## config.mk

```make
export PLATFORM = sky130hd
export DESIGN_NAME = mastermind_code_master
export DESIGN_NICKNAME = d
export VERILOG_FILES = /design/src/rtl/mastermind_pkg.sv /design/src/rtl/mastermind_lfsr.sv /design/src/rtl/mastermind_code_master.sv
export SDC_FILE = /design/constraint.sdc
export NUM_CORES = 1
export LEC_CHECK = 0
export CAP_MARGIN = 20
export CORE_AREA = 2 2 87 89
export CTS_CLUSTER_SIZE = 25
export DETAILED_ROUTE_END_ITERATION = 8
export DIE_AREA = 0 0 89 91
export GPL_TIMING_DRIVEN = 0
export HOLD_SLACK_MARGIN = 0.1
export PLACE_DENSITY = 0.78
export SYNTH_ARGS = -nofsm -noshare
export SYNTH_HDL_FRONTEND = slang
export SYNTH_HIERARCHICAL = 1
export SYNTH_SLANG_ARGS = --single-unit
```

## constraint.sdc

```tcl
create_clock -name MAX10_CLK1_50 -period 9.5 [get_ports MAX10_CLK1_50]
set_input_delay 1.9 -clock MAX10_CLK1_50 [delete_from_list [all_inputs] [get_ports MAX10_CLK1_50]]
set_output_delay 1.9 -clock MAX10_CLK1_50 [all_outputs]
set_load 0.05 [all_outputs]
```

## src/rtl/mastermind_pkg.sv

```systemverilog
// Shared constants and types for the Mastermind codemaker.
// FIXED_CODE is the bring-up secret (1,2,3,4 from peg0) used when FIXED_SECRET_EN is defined.
package mastermind_pkg;

    localparam int NUM_PEGS   = 4;
    localparam int COLOR_W    = 3;
    localparam int MAX_TRIES  = 10;
    localparam int NUM_COLORS = 1 << COLOR_W;
    localparam int CODE_W     = NUM_PEGS * COLOR_W;
    localparam int CNT_MAX    = (NUM_PEGS > NUM_COLORS) ? NUM_PEGS : NUM_COLORS;
    localparam int CNT_W      = $clog2(CNT_MAX);

    typedef logic [COLOR_W-1:0] peg_t;
    typedef peg_t [NUM_PEGS-1:0] code_t;

    typedef enum logic [2:0] {
        IDLE,
        LOAD,
        WAIT,
        EXACT,
        COLOR,
        REPORT,
        DONE
    } state_t;

    function automatic code_t fixed_code();
        code_t c;
        for (int i = 0; i < NUM_PEGS; i++) c[i] = peg_t'(i + 1);
        return c;
    endfunction

    localparam code_t FIXED_CODE = fixed_code();

endpackage

```

## src/rtl/mastermind_lfsr.sv

```systemverilog
// Free-running 16-bit Fibonacci LFSR (taps 16,14,13,11), shifting right.
// Only the low OUT_W bits are exported as the random source.
module mastermind_lfsr #(
    parameter logic [15:0] SEED  = 16'hACE1,
    parameter int          OUT_W = 16
) (
    input  logic             clk,
    input  logic             rst_n,
    output logic [OUT_W-1:0] rnd
);

    logic [15:0] lfsr_q, lfsr_d;

    always_comb begin
        lfsr_d = {lfsr_q[0] ^ lfsr_q[2] ^ lfsr_q[3] ^ lfsr_q[5], lfsr_q[15:1]};
    end

    always_ff @(posedge clk or negedge rst_n) begin
        if (!rst_n) lfsr_q <= SEED;
        else        lfsr_q <= lfsr_d;
    end

    assign rnd = lfsr_q[OUT_W-1:0];

endmodule

```

## src/rtl/mastermind_code_master.sv

```systemverilog
// Mastermind codemaker: holds the secret, scores one guess per handshake sequentially.
// Define FIXED_SECRET_EN to load the constant FIXED_CODE instead of LFSR bits.
module mastermind_code_master
    import mastermind_pkg::*;
#(
    parameter logic [15:0] LFSR_SEED = 16'hACE1
) (
    input  logic              MAX10_CLK1_50,
    input  logic              rst_n,
    input  logic              new_game,
    input  logic              guess_valid,
    output logic              guess_ready,
    input  logic [CODE_W-1:0] guess,
    output logic              score_valid,
    output logic [2:0]        black,
    output logic [2:0]        white,
    output logic [3:0]        tries,
    output logic              win,
    output logic              lose,
    output logic              busy
);

    state_t            state_q, state_d;
    code_t             secret_q, secret_d;
    code_t             guess_q, guess_d;
    logic [CNT_W-1:0]  cnt_q, cnt_d;
    logic [2:0]        acc_black_q, acc_black_d;
    logic [2:0]        acc_sum_q, acc_sum_d;
    logic [2:0]        black_q, black_d;
    logic [2:0]        white_q, white_d;
    logic [3:0]        tries_q, tries_d;
    logic              win_q, win_d;
    logic              lose_q, lose_d;
    logic [CODE_W-1:0] rnd;

    mastermind_lfsr #(.SEED(LFSR_SEED), .OUT_W(CODE_W)) u_lfsr (
        .clk   (MAX10_CLK1_50),
        .rst_n (rst_n),
        .rnd   (rnd)
    );

    // Per-cycle datapath: cnt_q selects the peg in EXACT and the colour in COLOR.
    logic       peg_hit;
    logic [2:0] n_sec, n_gss, min_cnt, sum_next;
    logic [3:0] tries_inc;

    always_comb begin
        peg_hit = 1'b0;
        n_sec   = '0;
        n_gss   = '0;
        for (int i = 0; i < NUM_PEGS; i++) begin
            if (cnt_q == CNT_W'(i)) peg_hit = (secret_q[i] == guess_q[i]);
            n_sec = n_sec + 3'(secret_q[i] == peg_t'(cnt_q));
            n_gss = n_gss + 3'(guess_q[i] == peg_t'(cnt_q));
        end
        min_cnt   = (n_sec < n_gss) ? n_sec : n_gss;
        sum_next  = acc_sum_q + min_cnt;
        tries_inc = tries_q + 4'd1;
    end

    always_comb begin
        state_d     = state_q;
        secret_d    = secret_q;
        guess_d     = guess_q;
        cnt_d       = cnt_q;
        acc_black_d = acc_black_q;
        acc_sum_d   = acc_sum_q;
        black_d     = black_q;
        white_d     = white_q;
        tries_d     = tries_q;
        win_d       = win_q;
        lose_d      = lose_q;
        if (new_game) begin
            state_d = LOAD;
        end else begin
            case (state_q)
                LOAD: begin
`ifdef FIXED_SECRET_EN
                    secret_d = FIXED_CODE;
`else
                    secret_d = code_t'(rnd);
`endif
                    tries_d = '0;
                    win_d   = 1'b0;
                    lose_d  = 1'b0;
                    black_d = '0;
                    white_d = '0;
                    state_d = WAIT;
                end
                WAIT: begin
                    if (guess_valid) begin
                        guess_d     = code_t'(guess);
                        cnt_d       = '0;
                        acc_black_d = '0;
                        acc_sum_d   = '0;
                        state_d     = EXACT;
                    end
                end
                EXACT: begin
                    acc_black_d = acc_black_q + 3'(peg_hit);
                    if (cnt_q == CNT_W'(NUM_PEGS - 1)) begin
                        cnt_d   = '0;
                        state_d = COLOR;
                    end else begin
                        cnt_d = cnt_q + 1'b1;
                    end
                end
                COLOR: begin
                    acc_sum_d = sum_next;
                    // Results land on entry to REPORT so they are valid with score_valid.
                    if (cnt_q == CNT_W'(NUM_COLORS - 1)) begin
                        cnt_d   = '0;
                        state_d = REPORT;
                        black_d = acc_black_q;
                        white_d = sum_next - acc_black_q;
                        tries_d = tries_inc;
                        if (acc_black_q == 3'(NUM_PEGS))       win_d  = 1'b1;
                        else if (tries_inc == 4'(MAX_TRIES))   lose_d = 1'b1;
                    end else begin
                        cnt_d = cnt_q + 1'b1;
                    end
                end
                REPORT:  state_d = (win_q || lose_q) ? DONE : WAIT;
                IDLE:    state_d = IDLE;
                DONE:    state_d = DONE;
                default: state_d = IDLE;
            endcase
        end
    end

    always_ff @(posedge MAX10_CLK1_50 or negedge rst_n) begin
        if (!rst_n) begin
            state_q     <= IDLE;
            secret_q    <= '0;
            guess_q     <= '0;
            cnt_q       <= '0;
            acc_black_q <= '0;
            acc_sum_q   <= '0;
            black_q     <= '0;
            white_q     <= '0;
            tries_q     <= '0;
            win_q       <= 1'b0;
            lose_q      <= 1'b0;
        end else begin
            state_q     <= state_d;
            secret_q    <= secret_d;
            guess_q     <= guess_d;
            cnt_q       <= cnt_d;
            acc_black_q <= acc_black_d;
            acc_sum_q   <= acc_sum_d;
            black_q     <= black_d;
            white_q     <= white_d;
            tries_q     <= tries_d;
            win_q       <= win_d;
            lose_q      <= lose_d;
        end
    end

    assign guess_ready = (state_q == WAIT);
    assign score_valid = (state_q == REPORT);
    assign busy        = (state_q == EXACT) || (state_q == COLOR) || (state_q == REPORT);
    assign black       = black_q;
    assign white       = white_q;
    assign tries       = tries_q;
    assign win         = win_q;
    assign lose        = lose_q;

endmodule
```

* Yosys cells after proc, flatten, opt, wreduce, memory -nomap -nowiden
Index checks and enable logic that the tools add are counted.
** Word-level totals
- Flip-flop bits (word level) :: 64
- Output and inout port bits :: 15
** Operators by class
- Add/sub/neg operators :: 11
- Magnitude comparators :: 1
- Eq/ne operators :: 32
- Muxes and demuxes :: 30
- Bitwise logic cells :: 4
- Reductions and logical operators :: 17
** Operators with widths (number)
- $eq A3 B3 Y1 :: 12
- $mux W3 :: 11
- $pmux W3 S2 :: 4
- $pmux W3 S6 :: 1
- $reduce_and A3 Y1 :: 6
- $eq A3 B3 Y1 const B :: 5
- $eq A3 B2 Y1 const B :: 4
- $ne A2 B2 Y1 const B :: 5
- $add A3 B1 Y3 :: 3
- $mux W1 :: 9
- $ne A3 B3 Y1 const B :: 3
- $pmux W3 S3 :: 1
- $pmux W4 S2 :: 1
- $add A2 B1 Y3 :: 2
- $eq A3 B1 Y1 const B :: 2
- $reduce_bool A2 Y1 :: 3
- $reduce_and A5 Y1 :: 1
- $add A1 B1 Y2 :: 2
- $add A4 B1 Y4 const B :: 1
- $eq A4 B4 Y1 const B :: 1
- $mux W4 :: 1
- $pmux W1 S2 :: 2
- $reduce_and A4 Y1 :: 1
- $add A3 B1 Y3 const B :: 1
- 9 further kinds :: 13

* Logic depth before layout (Yosys ltp)
- Depth after elaboration :: 10
- Mapped depth :: 20

* By module
The synthesis kept the hierarchy.
** By module, submodules not included
- mastermind_code_master :: times used 1, cells each 268, area an instance 2937.8 sq um
- mastermind_lfsr :: times used 1, cells each 30, area an instance 519.2 sq um

* Least setup slack after synthesis
No wires, ideal clock.
- Kind :: register to register
- Start point :: reg cnt_q[1]
- End point :: reg white_q[2], in the netlist white[2]
- Setup time :: 0.129 ns
- Data arrival time :: 4.659 ns
- Data required time :: 9.371 ns
- Setup slack :: 4.712 ns
- Stages on the path, launching flop included :: 21
- Path buffers :: 1
- Period minus slack after synthesis :: 4.788 ns
- Cells stage by stage :: dfrtp_1 clkbuf_1 xnor2_1 nand3_1 fa_1 inv_1 ha_1 ha_1 inv_1 ha_1 a21o_1 a21oi_1 mux2_2 ha_1 fa_1 inv_1 fa_1 xnor2_1 xnor2_1 xnor2_1 o21ai_0
** On the way
- Word-level cells in the longest chain between the ends :: 10
- Elaborated cells between the ends (all ways) :: 23
- Those cells by class :: add/sub (8); order compare (1); eq/ne (10); mux (3); reduce/logical (1)
** Ends and longest elaborated chain
- from (decl) :: RTL line mastermind_code_master.sv:26 : logic [CNT_W-1:0] cnt_q, cnt_d;
- from (signal assigned) :: RTL line mastermind_code_master.sv:148 : cnt_q <= cnt_d;
- $eq A3 B3 Y1, on equally long branches :: RTL line mastermind_code_master.sv:53, mastermind_code_master.sv:54
- $add A1 B1 Y2, on equally long branches :: RTL line mastermind_code_master.sv:53, mastermind_code_master.sv:54
- $add A2 B1 Y3, on equally long branches :: RTL line mastermind_code_master.sv:53, mastermind_code_master.sv:54
- $add A3 B1 Y3, on equally long branches :: RTL line mastermind_code_master.sv:53, mastermind_code_master.sv:54
- $lt A3 B3 Y1 :: RTL line mastermind_code_master.sv:56 : min_cnt = (n_sec < n_gss) ? n_sec : n_gss;
- $mux W3 :: RTL line mastermind_code_master.sv:56
- $add A3 B3 Y3 :: RTL line mastermind_code_master.sv:57 : sum_next = acc_sum_q + min_cnt;
- $sub A3 B3 Y3 :: RTL line mastermind_code_master.sv:115 : white_d = sum_next - acc_black_q;
- $mux W3 :: RTL line mastermind_code_master.sv:111 : if (cnt_q == CNT_W'(NUM_COLORS - 1)) begin
- $pmux W3 S2 :: RTL line mastermind_code_master.sv:76 : case (state_q)
- to (signal assigned) :: RTL line mastermind_code_master.sv:152 : white_q <= white_d;
- to (decl) :: RTL line mastermind_code_master.sv:30 : logic [2:0] white_q, white_d;
Several ways; a longest one is shown, not always the timed one. The select of a mux whose other input is x is not followed.
A chain may end at the register's enable or synchronous reset.

* Worst setup path after layout
Ends and elaborated chain as after synthesis.

==> flow_summary.yaml <==
hold_path:
  hold_path.class: "reg -> reg"
setup_path:
  endpoint_kind_of_the_worst_setup_timing_path: "flop"
  critical_path.reg2reg.startpoint: "cnt_q[1]"
  path_max_fanout: 10
  timing.critical_path.to: "white[2]"
  worst-setup-path-type: "reg -> reg"
  worst-r2r-setup-slack_ns: 4.22
  cp.arrival_ns: 5.50
  critPathRequiredTime_ns: 9.72
  startpoint_type: "flop"
  ff2ff_path_depth: 20
  worstReg2RegEnd: "white[2]"
  cp-startpoint: "cnt_q[1]"
floorplanning:
  boundaryPins: 31
  floorplan.die.height_um: 91
  floorplan.die_area_um2: 8099
  fp.dieW_um: 89
  rows: 31
  core_area_um2: 7137
  start_util: 0.4844
detailed_routing:
  avgViaCountPerCell: 5.172
  drtIter0Drc: 88
  wirelength_um: 6444
  vias: 2291
  dr.pass1.iters: 4
  detail_route_antenna_nets: 0
  detail_route.drc_violations: 0
  routedWlPerCell_um: 14.55
synth:
  nets_in_the_synthesized_netlist: 337
  syn-instance-count: 298
  syn-cell-area_um2: 3457
  netlist-cell-type-count: 46
  ys_warn_count: 6
  synth_ff_type: "sky130_fd_sc_hd__dfrtp_1"
  yosys_register_bits: 64
  synth_edf_count: 0
  avgSynthCellArea_um2: 11.60
  ys_seq_area_frac: 0.4662
  ys_async_sr_fraction: 1.000
cells_and_area:
  num_antenna_cells: 0
  final.fill_count: 629
  multi_input_logic_area_um2: 1652
  postLayoutCoreUtil: 0.5752
  layout.area.seq_um2: 1612
  drive_above_1_share: 0.2180
  area_delta_synth_final_pct: 18.75
  design.final.nets: 378
cts:
  post_cts.resized_instances: 0
  clkSinkCount: 64
  cts.clk_slew.worst_paths_ns: 0.07
  ctsHtreeMaxLevel: 3
  clockBufferDepth: 2
  cts_buffers: 9
  tritoncts_clock_tree: "yes"
  clockRootBuffer: "sky130_fd_sc_hd__clkbuf_8"
  ctsHoldBuffers: 0
  post_cts_setup_buffer_count: 0
  clk_latency_ns: 0.34
power_and_ir_drop:
  power_report.internal_total_uw: 753.0
  power_frac_seq: 0.291
  switchingPower_uw: 454.3
  part_of_the_power_in_the_clock_network: 0.212
  power_per_cell_area_nw_per_um2: 294.1
  power.share.switching: 0.3763
  p_leak_uw: 0.001914
  comb_power_share: 0.498
  worst_ir_drop_on_vdd_mv: 0.1582
timing:
  final_period_minus_worst_setup_slack_ns: 5.277
  hold_viol_final: 0
  maxClockFrequency_ghz: 0.1895
  rsz_0062_raised_after_global_routing: "no"
  final.setup_skew_ns: 0.005990
  number_of_failing_setup_endpoints_in_the_final_timing_report: 0
  relSlewSlack: 0.5380
  tightest_slew_ns: 0.6930
  layout_worst_path_cycle_share: 0.5555
  maxSlewViolCount: 0
  final.setup.tns_ns: 0
  worst_hold_slack_ns: 0.3531
grt:
  antenna_found_initial: 0
  pin_count_of_the_biggest_net_entering_global_routing: 39
  via_count_of_the_first_global_routing_pass: 2350
  grt_first_pass_wirelength_um: 11130
  grtUsageTotal: 0.1806
  grt_overflow: 0
placed_design:
  globalplace.congestion: 0.8167
  port-buffer-count: 29
  dpl.hpwl_um: 4765
run_status:
  outcome: "complete, no violations"
job:
  drv_cap: 0
power by group through the flow:
stage | registers (uW) | clock network [uW] | logic (uW)
2_1_floorplan | 344 | 0 | 458
3_3_place_gp | 354 | 0 | 543
3_5_place_dp | 356 | 0 | 587
4_1_cts | 351 | 262 | 610
5_1_grt | 357 | 275 | 684
6_report | 351 | 256 | 601
layout by cell type, fill, tap and decap left out, types with 4 or more instances in the layout:
master,n
sky130_fd_sc_hd__buf_4,13
sky130_fd_sc_hd__dfstp_2,8
sky130_fd_sc_hd__inv_1,13
sky130_fd_sc_hd__mux2_2,27
sky130_fd_sc_hd__nor2_1,12
sky130_fd_sc_hd__xnor2_1,29
sky130_fd_sc_hd__buf_2,6
sky130_fd_sc_hd__nand3_1,6
sky130_fd_sc_hd__nand2_1,19
sky130_fd_sc_hd__clkdlybuf4s50_1,28
sky130_fd_sc_hd__xor2_1,18
sky130_fd_sc_hd__fa_1,4
sky130_fd_sc_hd__ha_1,19
sky130_fd_sc_hd__nor3_1,7
sky130_fd_sc_hd__o21ai_0,10
sky130_fd_sc_hd__a22o_1,4
sky130_fd_sc_hd__dfrtp_1,56
sky130_fd_sc_hd__clkbuf_8,9
synthesized netlist by cell type, types with 2 or more instances:
library cell,number,share of area
sky130_fd_sc_hd__a32o_1,2,0.0058
sky130_fd_sc_hd__mux2i_1,3,0.0087
sky130_fd_sc_hd__dfrtp_1,56,0.41
sky130_fd_sc_hd__nor3b_1,2,0.0043
sky130_fd_sc_hd__inv_1,13,0.014
sky130_fd_sc_hd__buf_2,5,0.0072
sky130_fd_sc_hd__dfstp_2,8,0.061
sky130_fd_sc_hd__a21oi_1,3,0.0043
sky130_fd_sc_hd__nor2b_1,3,0.0054
sky130_fd_sc_hd__nor3_1,7,0.010
sky130_fd_sc_hd__nand4_1,3,0.0054
sky130_fd_sc_hd__a22o_1,4,0.010
sky130_fd_sc_hd__o31ai_1,2,0.0043
sky130_fd_sc_hd__nand3_1,6,0.0087
sky130_fd_sc_hd__a21o_1,3,0.0065
sky130_fd_sc_hd__o21ai_0,10,0.014
sky130_fd_sc_hd__fa_1,4,0.023
sky130_fd_sc_hd__nand2_1,19,0.021
sky130_fd_sc_hd__buf_4,13,0.028
sky130_fd_sc_hd__mux2_2,27,0.088
sky130_fd_sc_hd__clkbuf_1,3,0.0033
sky130_fd_sc_hd__nor2_1,12,0.013
sky130_fd_sc_hd__xnor2_1,29,0.073
sky130_fd_sc_hd__xor2_1,18,0.046
sky130_fd_sc_hd__ha_1,19,0.069
sky130_fd_sc_hd__nor4_1,2,0.0036
sky130_fd_sc_hd__a31oi_1,2,0.0036
sky130_fd_sc_hd__nand2b_1,2,0.0036
metal layers:
layer,vias to the layer above,share of wire,global-route usage
met1,1141,0.42,0.2201
li1,1098,-,-
met3,12,0.032,0.04182
met2,40,0.53,0.3016
met4,0,0.019,0.07711
met5,-,0,0
how the worst min path moves through the flow:
stage	slack [ns]	from	to	depth (start not counted)
after global placement	0.34	u_lfsr/lfsr_q[12]	u_lfsr/lfsr_q[11]	0
after global routing	0.37	u_lfsr/lfsr_q[12]	u_lfsr/lfsr_q[11]	0
after floorplan	0.33	u_lfsr/lfsr_q[12]	u_lfsr/lfsr_q[11]	0
after detailed placement	0.34	u_lfsr/lfsr_q[12]	u_lfsr/lfsr_q[11]	0
final	0.35	u_lfsr/lfsr_q[12]	u_lfsr/lfsr_q[11]	0
after CTS	0.35	u_lfsr/lfsr_q[12]	u_lfsr/lfsr_q[11]	0
registers in the layout (all words and copies together), names as in the netlist:
register,flops
u_lfsr/lfsr_q,16
guess_q,12
acc_sum_q,3
white,3
secret_q,12
state_q,3
acc_black_q,3
black,3
tries,4
cnt_q,3
win,1
lose,1
layout make-up:
class,instances,area share
well taps,99,0.03017
flip-flops and latches,64,0.3926
clock buffers,9,0.03017
plain buffers,22,0.03536
clock inverters,7,0.02316
repair buffers,30,0.07437
multi-input cells,199,0.4023
inverters,13,0.01189
critical path, stage by stage (launching register included):
cell	delay (ns)
sky130_fd_sc_hd__dfrtp_1	0.38
sky130_fd_sc_hd__clkbuf_1	0.55
sky130_fd_sc_hd__xnor2_1	0.19
sky130_fd_sc_hd__nand3_1	0.16
sky130_fd_sc_hd__fa_1	0.52
sky130_fd_sc_hd__inv_1	0.05
sky130_fd_sc_hd__ha_1	0.19
sky130_fd_sc_hd__ha_1	0.30
sky130_fd_sc_hd__inv_1	0.05
sky130_fd_sc_hd__ha_1	0.28
sky130_fd_sc_hd__a21o_1	0.16
sky130_fd_sc_hd__a21oi_1	0.22
sky130_fd_sc_hd__mux2_2	0.37
sky130_fd_sc_hd__ha_1	0.20
sky130_fd_sc_hd__fa_1	0.50
sky130_fd_sc_hd__inv_1	0.06
sky130_fd_sc_hd__fa_1	0.40
sky130_fd_sc_hd__xnor2_1	0.20
sky130_fd_sc_hd__xnor2_1	0.16
sky130_fd_sc_hd__xnor2_1	0.13
sky130_fd_sc_hd__o21ai_0	0.08
through the flow:
stage / instance area, um2 / setup WS, ns / total power, uW / std cells
finish: 4105 / 4.223 / 1207 / 443
global placement: 3871 / 4.346 / 897.9 / 426
CTS: 4105 / 4.187 / 1223 / 443
global route: 4105 / 3.873 / 1316 / 443
detailed placement: 3886 / 4.201 / 942.6 / 427
floorplan: 3457 / 4.712 / 802.0 / 298
kinds of logic after synthesis:
| logic type | count (synthesis) | share of synthesized area |
|---|---|---|
| mux | 30 | 0.09663 |
| buf+inv | 35 | 0.05610 |
| simple gates | 65 | 0.1017 |
| fa+ha+maj | 23 | 0.09193 |
| compound gates | 34 | 0.06840 |
| xor+xnor | 47 | 0.1191 |
| flops | 64 | 0.4662 |
Power figures use the tool's default switching activity.
